File: config.mk
export PLATFORM = sky130hd
export DESIGN_NAME = slide_sched
export DESIGN_NICKNAME = d
export VERILOG_FILES = /design/src/rtl/slide_pkg.sv /design/src/rtl/img_addr_calc.sv /design/src/rtl/slide_sched.sv
export SDC_FILE = /design/constraint.sdc
export NUM_CORES = 1
export LEC_CHECK = 0
export BUFFER_PORTS_ARGS = -buffer_cell sky130_fd_sc_hd__buf_2
export CAP_MARGIN = 20
export CORE_ASPECT_RATIO = 2
export CORE_UTILIZATION = 45
export CTS_CLUSTER_DIAMETER = 100
export CTS_CLUSTER_SIZE = 25
export DETAILED_ROUTE_END_ITERATION = 16
export PLACE_DENSITY_LB_ADDON = 0.15
export SLEW_MARGIN = 0
export SYNTH_ARGS = -nofsm -noshare
export SYNTH_HDL_FRONTEND = slang
export SYNTH_SLANG_ARGS = --single-unit
File: constraint.sdc
create_clock -name iCLK_33 -period 4.5 [get_ports iCLK_33]
set_input_delay 0.675 -clock iCLK_33 [delete_from_list [all_inputs] [get_ports iCLK_33]]
set_output_delay 0.675 -clock iCLK_33 [all_outputs]
set_load 0.01 [all_outputs]
File: src/rtl/slide_pkg.sv
// Shared state type, geometry constants and circular index helpers for the
// slideshow scheduler.
package slide_pkg;

  typedef enum logic [1:0] {
    IDLE  = 2'd0,
    SHOW  = 2'd1,
    PEND  = 2'd2,
    SLIDE = 2'd3
  } state_t;

  localparam logic [22:0] RANGE_ADDR_IMG = 23'd768000;
  localparam int          MAX_IMG        = 21;
  localparam int          H_RES          = 800;
  localparam int          SLIDE_STEP     = 40;

  // Indices wrap over the effective image count n (n >= 1 when used).
  function automatic logic [4:0] nextIdx(input logic [4:0] idx, input logic [4:0] n);
    return (idx == n - 5'd1) ? 5'd0 : idx + 5'd1;
  endfunction

  function automatic logic [4:0] prevIdx(input logic [4:0] idx, input logic [4:0] n);
    return (idx == 5'd0) ? n - 5'd1 : idx - 5'd1;
  endfunction

endpackage

File: src/rtl/img_addr_calc.sv
// Turns an image index into its SDRAM read window: product register, then
// base/max registers, giving two cycles of latency from the index.
module img_addr_calc
  import slide_pkg::*;
(
  input  logic        iCLK_33,
  input  logic        iRST,
  input  logic [4:0]  idx,
  output logic [23:0] baseAddr,
  output logic [23:0] maxAddr
);

  logic [23:0] prod;

  always_ff @(posedge iCLK_33 or posedge iRST) begin
    if (iRST) begin
      prod     <= '0;
      baseAddr <= '0;
      maxAddr  <= {1'b0, RANGE_ADDR_IMG};
    end else begin
      prod     <= {19'd0, idx} * {1'b0, RANGE_ADDR_IMG};
      baseAddr <= prod;
      maxAddr  <= prod + {1'b0, RANGE_ADDR_IMG};
    end
  end

endmodule

File: src/rtl/slide_sched.sv
// Frame-synchronous slideshow scheduler: owns current/target image indices,
// runs gesture-triggered slide transitions and drives both SDRAM read windows.
module slide_sched
  import slide_pkg::*;
(
  input  logic        iCLK_33,
  input  logic        iRST,
  input  logic [7:0]  iImg_Tot,
  input  logic        iLoad_Done,
  input  logic        iGest_E,
  input  logic        iGest_W,
  input  logic        iNew_Frame,
  input  logic        iEnd_Frame,
  output logic [23:0] oBase_Addr1,
  output logic [23:0] oMax_Addr1,
  output logic [23:0] oBase_Addr2,
  output logic [23:0] oMax_Addr2,
  output logic        oRd_Load,
  output logic [4:0]  oCur_Img,
  output logic [4:0]  oTgt_Img,
  output logic [9:0]  oShift,
  output logic        oDir,
  output logic        oBusy
);

  localparam logic [4:0] MAX_N     = 5'(MAX_IMG);
  localparam logic [9:0] STEP      = 10'(SLIDE_STEP);
  localparam logic [9:0] END_SHIFT = 10'(H_RES);

  state_t      state;
  logic [4:0]  cur;
  logic [4:0]  tgt;
  logic [4:0]  nEff;
  logic [9:0]  shift;
  logic        dir;
  logic [1:0]  startDly;
  logic        rdLoad;
  logic        canRun;
  logic        gestOne;
  logic        enterShow;

  always_comb begin
    nEff = (iImg_Tot > 8'(MAX_IMG)) ? MAX_N : iImg_Tot[4:0];
  end

  assign canRun    = iLoad_Done && (nEff != 5'd0);
  assign gestOne   = iGest_E ^ iGest_W;
  assign enterShow = canRun && iEnd_Frame && (state == IDLE);

  // Losing the image set (load dropped or count zero) parks the block in IDLE
  // from any state; otherwise every transition is gated by iEnd_Frame except
  // the gesture capture in SHOW.
  always_ff @(posedge iCLK_33 or posedge iRST) begin
    if (iRST) begin
      state <= IDLE;
      cur   <= '0;
      tgt   <= '0;
      shift <= '0;
      dir   <= 1'b0;
    end else if (!canRun) begin
      state <= IDLE;
      cur   <= '0;
      tgt   <= '0;
      shift <= '0;
      dir   <= 1'b0;
    end else begin
      case (state)
        IDLE: begin
          if (iEnd_Frame) begin
            state <= SHOW;
            cur   <= '0;
            tgt   <= nextIdx(5'd0, nEff);
          end
        end
        SHOW: begin
          tgt <= nextIdx(cur, nEff);
          if (gestOne && (nEff != 5'd1)) begin
            dir   <= iGest_E;
            state <= PEND;
          end
        end
        PEND: begin
          if (iEnd_Frame) begin
            tgt   <= dir ? prevIdx(cur, nEff) : nextIdx(cur, nEff);
            shift <= '0;
            state <= SLIDE;
          end
        end
        SLIDE: begin
          if (iEnd_Frame) begin
            if (shift + STEP == END_SHIFT) begin
              cur   <= tgt;
              tgt   <= nextIdx(tgt, nEff);
              shift <= '0;
              state <= SHOW;
            end else begin
              shift <= shift + STEP;
            end
          end
        end
        default: state <= IDLE;
      endcase
    end
  end

  // The start-up reload waits until the first address windows have settled.
  always_ff @(posedge iCLK_33 or posedge iRST) begin
    if (iRST) begin
      startDly <= '0;
      rdLoad   <= 1'b0;
    end else begin
      startDly <= {startDly[0], enterShow};
      rdLoad   <= iNew_Frame | startDly[1];
    end
  end

  img_addr_calc addrCur (
    .iCLK_33  (iCLK_33),
    .iRST     (iRST),
    .idx      (cur),
    .baseAddr (oBase_Addr1),
    .maxAddr  (oMax_Addr1)
  );

  img_addr_calc addrTgt (
    .iCLK_33  (iCLK_33),
    .iRST     (iRST),
    .idx      (tgt),
    .baseAddr (oBase_Addr2),
    .maxAddr  (oMax_Addr2)
  );

  assign oRd_Load = rdLoad;
  assign oCur_Img = cur;
  assign oTgt_Img = tgt;
  assign oShift   = shift;
  assign oDir     = dir;
  assign oBusy    = (state == PEND) || (state == SLIDE);

endmodule

==> results of run 1 <==
[cell usage in the layout (no fill, tap or decap), types with 3 or more instances in the layout]
cell       instances
clkinv_4           3
o21ai_1           14
clkbuf_16          9
nand4_1            5
nand2_1           59
or3_1              4
a31oi_1            5
dfstp_2           14
a21o_1            11
o22ai_1            3
nand2b_1           3
xnor2_1           39
o21bai_1           5
o21ai_0            4
inv_1             62
buf_4              5
mux2i_1            3
nor2_1            22
fa_1              18
a21oi_1           45
ha_1              63
buf_2             86
nand3_1           11
dfrtp_1           87
xor2_1            23
nor3_1             6
nor4_1             3
conb_1            47
[through the flow]
| stage | utilization | power (W) | instance area (µm²) | hold slack, ns | instances |
|---|---|---|---|---|---|
| after floorplan | - | 0.00156 | 6490 | 0.331 | 660 |
| after global placement | 0.498 | 0.00170 | 6770 | 0.339 | 876 |
| after detailed placement | 0.498 | 0.00173 | 6770 | 0.335 | 876 |
| after CTS | 0.519 | 0.00248 | 7060 | 0.350 | 892 |
| after global routing | 0.519 | 0.00259 | 7060 | 0.362 | 892 |
| final | 0.519 | 0.00244 | 7060 | 0.350 | 892 |
[power by group through the flow]
stage | Combinational [W] | Clock, W | Sequential (W)
detailed placement | 0.000570 | 0 | 0.00116
CTS | 0.000574 | 0.000772 | 0.00114
finish | 0.000566 | 0.000742 | 0.00113
floorplan | 0.000381 | 0 | 0.00118
global placement | 0.000553 | 0 | 0.00115
global route | 0.000630 | 0.000809 | 0.00115
[flip-flops by register name, summed over array words and instances (netlist names)]
| register | count |
|---|---|
| state | 2 |
| oDir | 1 |
| addrTgt.prod | 13 |
| addrCur.baseAddr | 13 |
| addrTgt.baseAddr | 13 |
| addrCur.prod | 13 |
| startDly | 2 |
| oShift | 7 |
| addrTgt.maxAddr | 13 |
| oTgt_Img | 5 |
| addrCur.maxAddr | 13 |
| oCur_Img | 5 |
| oRd_Load | 1 |
[per-layer routing]
metal | track usage | share of wire | routed length (µm)
met1 | 0.182 | 0.35 | 4450
met2 | 0.360 | 0.58 | 7270
met3 | 0.0263 | 0.034 | 431
met4 | 0.104 | 0.038 | 479
met5 | 0 | 0 | 0
[worst paths after layout]
kind / startpoint / endpoint / slack [ns] / cells after the start
setup / recovery: oTgt_Img[3] / addrTgt.prod[23] / 0.61 / 15
hold / removal: startDly[0] / startDly[1] / 0.35 / 0
setup reg to reg: oTgt_Img[3] / addrTgt.prod[23] / 0.61 / 15
hold reg to reg: startDly[0] / startDly[1] / 0.35 / 0
max in group asynchronous: iRST / addrTgt.prod[15] / 3.07 / 3
min in group asynchronous: iRST / addrTgt.baseAddr[14] / 0.50 / 2
[worst reg2reg max path, cell delays in order (launching register included)]
cell and delay, ns:
dfrtp_1 0.66, inv_1 0.16, ha_1 0.31, inv_1 0.05, fa_1 0.52, inv_1 0.07
fa_1 0.50, inv_1 0.04, ha_1 0.33, a21oi_1 0.21, o21bai_1 0.10, a21oi_1 0.22
o21ai_1 0.14, a21o_1 0.19, a21oi_1 0.19, xnor2_1 0.14
[cell type report]
cell class | instances | area [µm²]
fillers | 1263 | 6530
clock buffers | 10 | 229
well taps | 186 | 233
multi-input cells | 435 | 3290
flip-flops and latches | 101 | 2540
clock inverters | 6 | 56.3
repair buffers | 91 | 468
inverters | 63 | 239
[logic make-up after synthesis]
logic type	after synthesis	synth area share
AO/OA/AOI/OAI	110	0.112
XOR/XNOR	63	0.0886
adder cells (fa/ha/maj)	81	0.182
buffers and inverters	124	0.104
flip-flops	101	0.403
multiplexers	5	0.00832
other	1	0.000594
AND/OR/NAND/NOR	129	0.101
==> qor.yml, run 1 <==
finClkSkew_ns: 0.00719
clk_latency_ns: 0.35
p_int_w: 0.00165
worstSetupPathType: "register to register"
fmax_mhz: 257
vias: 4432
synth-seq-cells: 101
wl_per_cell_um: 14.2
die_h_um: 170
portBuffers: 86
fin_crit_ns: 3.89
seqPwrFrac: 0.464
num_antenna_cells: 0
cellPowerDensity_nw_per_um2: 346
worst_slack_ns: 0.610
post-place-ws_ns: 0.531
antenna_found_initial: 0
grt_pass1_wl_mm: 21.0
grt_max_degree: 70
synth.cell_area_um2: 6320
synth-seq-area-share: 0.403
dp_hpwl_mm: 10.1
yosys-top-cells-count: "dfrtp_1, ha_1, inv_1, nand2_1, buf_4"
setup_viol_count_final: 0
ioPinCount: 134
cp_slowest_cell: "dfrtp_1"
cellLeakagePower_nw: 3.77
final_max_slew_viol_count: 0
synth-edff-count: 0
syn_inst: 614
viasPerCell: 4.97
synth_area_leaders: "dfrtp_1, ha_1, dfstp_2"
cts_buffers: 9
peakVddDrop_mv: 0.251
slew-limit-headroom: 0.465
htree_levels: 3
crit_path_start_kind: "register"
holdBufCountCts: 0
root_buffer: "clkbuf_16"
first_global_vias: 4498
power_frac_comb: 0.232
hold_class: "register to register"
cts_tree: "done"
totalWireLength_mm: 12.6
cp.required_ns: 4.77
final_hold_viol_count: 0
cp_common_cell: "inv_1"
die_x_um: 85.8
drive_gt1_frac: 0.190
cp.buffers_inverters: 4
drc: 0
syn_area_per_cell_um2: 10.3
yosysTopAreaCellShare: 0.345
drv_cap: 0
core_area_um2: 13600
cts-resized-gates: 0
p_sw_frac: 0.322
tns_ns: 0
yosys_warnings: 0
clk_pin_slew_worst_paths_ns: 0.07
tightestPinTransition_ns: 0.803
rsz0062_at_grt: "no"
yosysMostFrequentCell: "dfrtp_1"
worst_setup_path_end_kind: "register"
rows: 60
cts_setup_buffers: 0
grt.total_usage: 0.185
ys.flop_type: "dfrtp_1"
path_delay_family: "adder cells"
clock_power_share: 0.304
gp_congestion: 0.945
syn_to_final_growth_pct: 11.7
overflow: 0
slowest_delay_ns: 0.66
cts.sinks: 101
crit_chain: "inv_1, ha_1, inv_1, fa_1, inv_1, fa_1, inv_1, ha_1, a21oi_1, o21bai_1, a21oi_1, o21ai_1, a21o_1, a21oi_1, xnor2_1"
finalNetCount: 797
synth_cell_types: 59
cp.arrival_ns: 4.16
clk_path_buf_depth: 2
worstPathMaxFanout: 14
async_reset_ff_frac: 1.00
status: "finished, final reports clean"
ant_nets: 0
drtIter0Drc: 142
finalCritPeriodShare: 0.864
dr.pass1.iters: 4
die_area_um2: 14500
synth_top_cell_by_area: "dfrtp_1"
start_util: 0.465
net-switching-power_w: 0.000787
Power figures use the tool's default switching activity.
==> inputs of run 2 (changes only) <==
Settings changed: CTS_BUF_LIST set to sky130_fd_sc_hd__clkbuf_8.
==> run 2 against run 1 <==
Effect of this change: clock power shrank 27%; clock skew grew 0.0058 ns; fmax is essentially flat; global-route usage shrank 0.096 points; routed wire length shrank 0.30%; hold slack gained 0.0061 ns; cell count is the same; first-iteration DRC count grew 2.1%; highest routed layer unchanged.
==> qor.yml, run 2 (synthesized netlist as in run 1, its figures left out) <==
cts_buffers: 9  # unchanged
worst_setup_path_end_kind: "register"  # unchanged
cp.buffers_inverters: 4  # unchanged
fin_crit_ns: 3.89  # about the same
worstPathMaxFanout: 14  # unchanged
cellPowerDensity_nw_per_um2: 323  # was 346 nW/µm²
totalWireLength_mm: 12.6  # about the same
finalCritPeriodShare: 0.865  # was 0.864
rows: 60  # unchanged
layout_commonest_cell: "dfrtp_1"  # unchanged
grt.total_usage: 0.184  # was 0.185
cts-resized-gates: 0  # unchanged
place_inst: 876  # unchanged
totalPowerFinal_w: 0.00224  # was 0.00244 W
rsz0062_at_grt: "no"  # unchanged
dr.pass1.iters: 4  # unchanged
whs_ns: 0.356  # was 0.350 ns
start_util: 0.465  # unchanged
holdBufCountCts: 0  # unchanged
drtIter0Drc: 145  # was 142
status: "finished, final reports clean"  # unchanged
vias: 4441  # was 4,432
ant_nets: 0  # unchanged
crit_path_start_kind: "register"  # unchanged
grt_pass1_wl_mm: 20.9  # was 21.0 mm
clk_pin_slew_worst_paths_ns: 0.10  # was 0.07 ns
cts.sinks: 101  # unchanged
finalNetCount: 797  # unchanged
tns_ns: 0  # unchanged
finClkSkew_ns: 0.0130  # was 0.00719 ns
gp_congestion: 0.945  # unchanged
cp_common_cell: "inv_1"  # unchanged
clk_path_buf_depth: 2  # unchanged
antenna_found_initial: 0  # unchanged
grt_max_degree: 70  # unchanged
core_area_um2: 13600  # unchanged
setup_viol_count_final: 0  # unchanged
ioPinCount: 134  # unchanged
final_hold_viol_count: 0  # unchanged
final_util: 0.512  # was 0.519
clk_latency_ns: 0.37  # was 0.35 ns
clock_power_share: 0.243  # was 0.304
slew-limit-headroom: 0.465  # about the same
net-switching-power_w: 0.000766  # was 0.000787 W
peakVddDrop_mv: 0.241  # was 0.251 mV
drv_cap: 0  # unchanged
seqPwrFrac: 0.505  # was 0.464
tightestPinTransition_ns: 0.803  # about the same
fmax_mhz: 257  # about the same
crit_chain: "inv_1, ha_1, inv_1, fa_1, inv_1, fa_1, inv_1, ha_1, a21oi_1, o21bai_1, a21oi_1, o21ai_1, a21o_1, a21oi_1, xnor2_1"  # unchanged
syn_to_final_growth_pct: 10.1  # was 11.7%
hold_class: "register to register"  # unchanged
wl_per_cell_um: 14.1  # was 14.2 µm
final_cell_mix: "dfrtp_1, buf_2, inv_1, ha_1, nand2_1"  # was dfrtp_1, buf_2, ha_1, inv_1, nand2_1
worstHoldStart: "startDly[0]"  # unchanged
die_area_um2: 14500  # unchanged
overflow: 0  # unchanged
root_buffer: "clkbuf_8"  # was clkbuf_16
drc: 0  # unchanged
instances_no_fill: 892  # unchanged
power_frac_comb: 0.252  # was 0.232
portBuffers: 86  # unchanged
drive_gt1_frac: 0.190  # unchanged
slowest_delay_ns: 0.67  # was 0.66 ns
htree_levels: 3  # unchanged
p_sw_frac: 0.341  # was 0.322
worstSetupPathType: "register to register"  # unchanged
cellLeakagePower_nw: 3.73  # was 3.77 nW
cts_tree: "done"  # unchanged
dp_hpwl_mm: 10.1  # unchanged
crit_start: "oTgt_Img[3]"  # unchanged
first_global_vias: 4503  # was 4,498
path_delay_family: "adder cells"  # unchanged
cp.required_ns: 4.80  # was 4.77 ns
cp.arrival_ns: 4.19  # was 4.16 ns
die_h_um: 170  # unchanged
num_antenna_cells: 0  # unchanged
p_int_w: 0.00148  # was 0.00165 W
die_x_um: 85.8  # unchanged
timing.rr.start: "oTgt_Img[3]"  # unchanged
cts_setup_buffers: 0  # unchanged
reg2reg_slack_ns: 0.61  # about the same
viasPerCell: 4.98  # was 4.97
final_max_slew_viol_count: 0  # unchanged
cp_slowest_cell: "dfrtp_1"  # unchanged
-- run 2: changes by cell type in the layout (fill, tap and decap cells not counted), sizes merged --
cell	before	now
clkbuf	10	9
inv	65	66
-- run 2: layer usage --
| metal | part of all wire | global-route usage | up-vias |
|---|---|---|---|
| li1 | - | - | 2117 |
| met1 | 0.35 | 0.181 | 2129 |
| met2 | 0.57 | 0.358 | 157 |
| met3 | 0.037 | 0.0297 | 38 |
| met4 | 0.039 | 0.0978 | 0 |
| met5 | 0 | 0 | - |
-- run 2: final cells by class --
| cell class | count | area [µm²] |
|---|---|---|
| fillers | 1273 | 6630 |
| multi-input cells | 435 | 3290 |
| flip-flops and latches | 101 | 2540 |
| repair buffers | 91 | 468 |
| inverters | 63 | 239 |
| well taps | 186 | 233 |
| clock buffers | 9 | 124 |
| clock inverters | 7 | 60.1 |
-- run 2: metrics by stage --
stage	worst slack, ns	area, µm²
after floorplan	0.759	6490
after global placement	0.658	6770
after detailed placement	0.531	6770
after CTS	0.581	6950
after global routing	0.320	6950
final	0.609	6950
-- run 2: worst paths after layout --
check,end,cells after the start
setup reg to reg,addrTgt.prod[23],15
hold reg to reg,startDly[1],0
max in group asynchronous,addrTgt.prod[15],3
min in group asynchronous,addrTgt.baseAddr[14],2
hold / removal,startDly[1],0
setup / recovery,addrTgt.prod[23],15
-- run 2: power groups by stage --
stage | registers (W) | clock network, W | logic, W
global placement | 0.00115 | 0 | 0.000553
floorplan | 0.00118 | 0 | 0.000381
CTS | 0.00114 | 0.000568 | 0.000574
detailed placement | 0.00116 | 0 | 0.000570
finish | 0.00113 | 0.000545 | 0.000565
global route | 0.00115 | 0.000609 | 0.000630
==> inputs of run 3 (changes only) <==
Settings changed: CAP_MARGIN 20 to not set.
Clock period 4.5 ns to 3.4 ns, I/O delays scaled along.
==> run 3 against run 2 <==
Effect of this change: largest cell class unchanged; critical endpoint unchanged; fmax rose by 17%; hold slack got worse by 0.14 ns; critical path type unchanged; sequential power up 31%; first-iteration DRC count is 27% lower; die area unchanged; largest power group unchanged; non-clock buffer count grew 29.
==> qor.yml, run 3 (synthesized netlist as in run 1, its figures left out) <==
cp_common_cell: "a21oi_2"  # was inv_1
ioPinCount: 134  # unchanged
dp_hpwl_mm: 10.2  # was 10.1 mm
cts.sinks: 101  # unchanged
crit_path_start_kind: "register"  # unchanged
ant_nets: 0  # unchanged
drive_gt1_frac: 0.261  # was 0.190
totalPowerFinal_w: 0.00313  # was 0.00224 W
start_util: 0.465  # unchanged
antenna_found_initial: 0  # unchanged
worst_setup_path_end_kind: "register"  # unchanged
root_buffer: "clkbuf_8"  # unchanged
place_inst: 900  # was 876
clk_latency_ns: 0.37  # about the same
crit_chain: "fa_2, ha_1, inv_1, fa_1, inv_1, ha_4, a21o_1, a21oi_2, o21bai_1, a21oi_2, o21ai_1, a21o_1, a21oi_2, xnor2_1"  # was inv_1, ha_1, inv_1, fa_1, inv_1, fa_1, inv_1, ha_1, a21oi_1, o21bai_1, a21oi_1, o21ai_1, a21o_1, a21oi_1, xnor2_1
dr.pass1.iters: 4  # unchanged
rows: 60  # unchanged
holdBufCountCts: 0  # unchanged
drc: 0  # unchanged
slew-limit-headroom: 0.573  # was 0.465
final_cell_mix: "buf_2, dfrtp_1, inv_1, nand2_1, ha_1"  # was dfrtp_1, buf_2, inv_1, ha_1, nand2_1
final_hold_viol_count: 0  # unchanged
layout_commonest_cell: "buf_2"  # was dfrtp_1
slowest_delay_ns: 0.51  # was 0.67 ns
tns_ns: 0  # unchanged
gp_congestion: 0.835  # was 0.945
finalNetCount: 826  # was 797
die_x_um: 85.8  # unchanged
grt_pass1_wl_mm: 21.3  # was 20.9 mm
post-place-ws_ns: -0.0762  # was 0.531 ns
cellPowerDensity_nw_per_um2: 424  # was 323 nW/µm²
cp.required_ns: 3.70  # was 4.80 ns
timing.rr.start: "oTgt_Img[2]"  # was oTgt_Img[3]
crit_path_end: "addrTgt.prod[23]"  # unchanged
drv_cap: 0  # unchanged
instances_no_fill: 921  # was 892
cp.arrival_ns: 3.62  # was 4.19 ns
finalCritPeriodShare: 0.977  # was 0.865
worstPathMaxFanout: 3  # was 14
grt.total_usage: 0.187  # was 0.184
htree_levels: 3  # unchanged
cts_buffers: 9  # unchanged
fin_crit_ns: 3.32  # was 3.89 ns
first_global_vias: 4583  # was 4,503
peakVddDrop_mv: 0.217  # was 0.241 mV
cp.buffers_inverters: 2  # was 4
status: "finished, final reports clean"  # unchanged
whs_ns: 0.220  # was 0.356 ns
core_area_um2: 13600  # unchanged
worstSetupPathType: "register to register"  # unchanged
syn_to_final_growth_pct: 16.7  # was 10.1%
reg2reg_slack_ns: 0.08  # was 0.61 ns
overflow: 0  # unchanged
num_antenna_cells: 0  # unchanged
viasPerCell: 4.88  # was 4.98
finClkSkew_ns: 0.0106  # was 0.0130 ns
wl_per_cell_um: 14.0  # was 14.1 µm
totalWireLength_mm: 12.9  # was 12.6 mm
reg2reg_to: "addrTgt.prod[23]"  # unchanged
die_area_um2: 14500  # unchanged
cellLeakagePower_nw: 3.86  # was 3.73 nW
clk_path_buf_depth: 2  # unchanged
path_delay_family: "adder cells"  # unchanged
worstSetupPathDepth: 14  # was 15
worst_slack_ns: 0.0794  # was 0.609 ns
vias: 4491  # was 4,441
clk_pin_slew_worst_paths_ns: 0.11  # was 0.10 ns
die_h_um: 170  # unchanged
hold_class: "input port to async pin"  # was register to register
cts_tree: "done"  # unchanged
setup_viol_count_final: 0  # unchanged
crit_start: "oTgt_Img[2]"  # was oTgt_Img[3]
tightestPinTransition_ns: 0.640  # was 0.803 ns
fmax_mhz: 301  # was 257 MHz
portBuffers: 86  # unchanged
grt_max_degree: 57  # was 70
reg2regPathDepth: 14  # was 15
drtIter0Drc: 106  # was 145
cp_slowest_cell: "fa_1"  # was dfrtp_1
final_max_slew_viol_count: 0  # unchanged
[run 3: cell types whose count changed in the layout (fill, tap and decap cells not counted), sizes merged]
cell | before | now
clkinv | 3 | 1
buf | 91 | 120
bufinv | 0 | 1
inv | 66 | 68
clkinvlp | 1 | 0
[run 3: timing repair]
action / CTS / global route
setup endpoints to repair: 3 / 4
resized for setup: 5 / 15
setup buffers: 3 / 2
cloned: 0 / 0
pin swaps: 5 / 15
[run 3: per-layer routing]
layer | GRT usage | vias up | wire length [µm]
li1 | - | 2184 | -
met1 | 0.188 | 2130 | 4630
met2 | 0.372 | 149 | 7430
met3 | 0.0277 | 28 | 505
met4 | 0.0775 | 0 | 299
met5 | 0 | - | 0
[run 3: final cells by class]
class                           instances  area [µm²]
Fill cell                            1193        6220
Multi-Input combinational cell        435        3440
Sequential cell                       101        2550
Timing Repair Buffer                  120         686
Inverter                               63         239
Tap cell                              186         233
Clock buffer                            9         124
Clock inverter                          7        97.6
[run 3: how the worst min path moves through the flow]
| stage | slack [ns] | depth (start not counted) | start | end |
|---|---|---|---|---|
| after floorplan | 0.33 | 0 | startDly[0] | startDly[1] |
| after global placement | 0.33 | 0 | startDly[0] | startDly[1] |
| after detailed placement | 0.34 | 0 | startDly[0] | startDly[1] |
| after CTS | 0.23 | 2 | iRST | addrCur.prod[17] |
| after global routing | 0.26 | 2 | iRST | addrCur.prod[17] |
| final | 0.22 | 2 | iRST | addrCur.maxAddr[18] |
[run 3: stage by stage]
step,instance area (µm²),util
floorplan,6540,-
detailed placement,6990,0.515
CTS,7280,0.536
global placement,6990,0.515
finish,7370,0.542
global route,7370,0.542
[run 3: where the power goes]
part           internal (W)  total, W  switching, W
combinational      0.000319  0.000811      0.000492
sequential          0.00139   0.00148     0.0000951
clock              0.000368  0.000835      0.000467
total               0.00207   0.00313       0.00105
[run 3: worst reg2reg max path: stages, from the launching register on]
cell      delay, ns
dfrtp_1        0.42
fa_2           0.46
ha_1           0.31
inv_1          0.06
fa_1           0.51
inv_1          0.08
ha_4           0.25
a21o_1         0.17
a21oi_2        0.14
o21bai_1       0.09
a21oi_2        0.16
o21ai_1        0.11
a21o_1         0.20
a21oi_2        0.15
xnor2_1        0.13
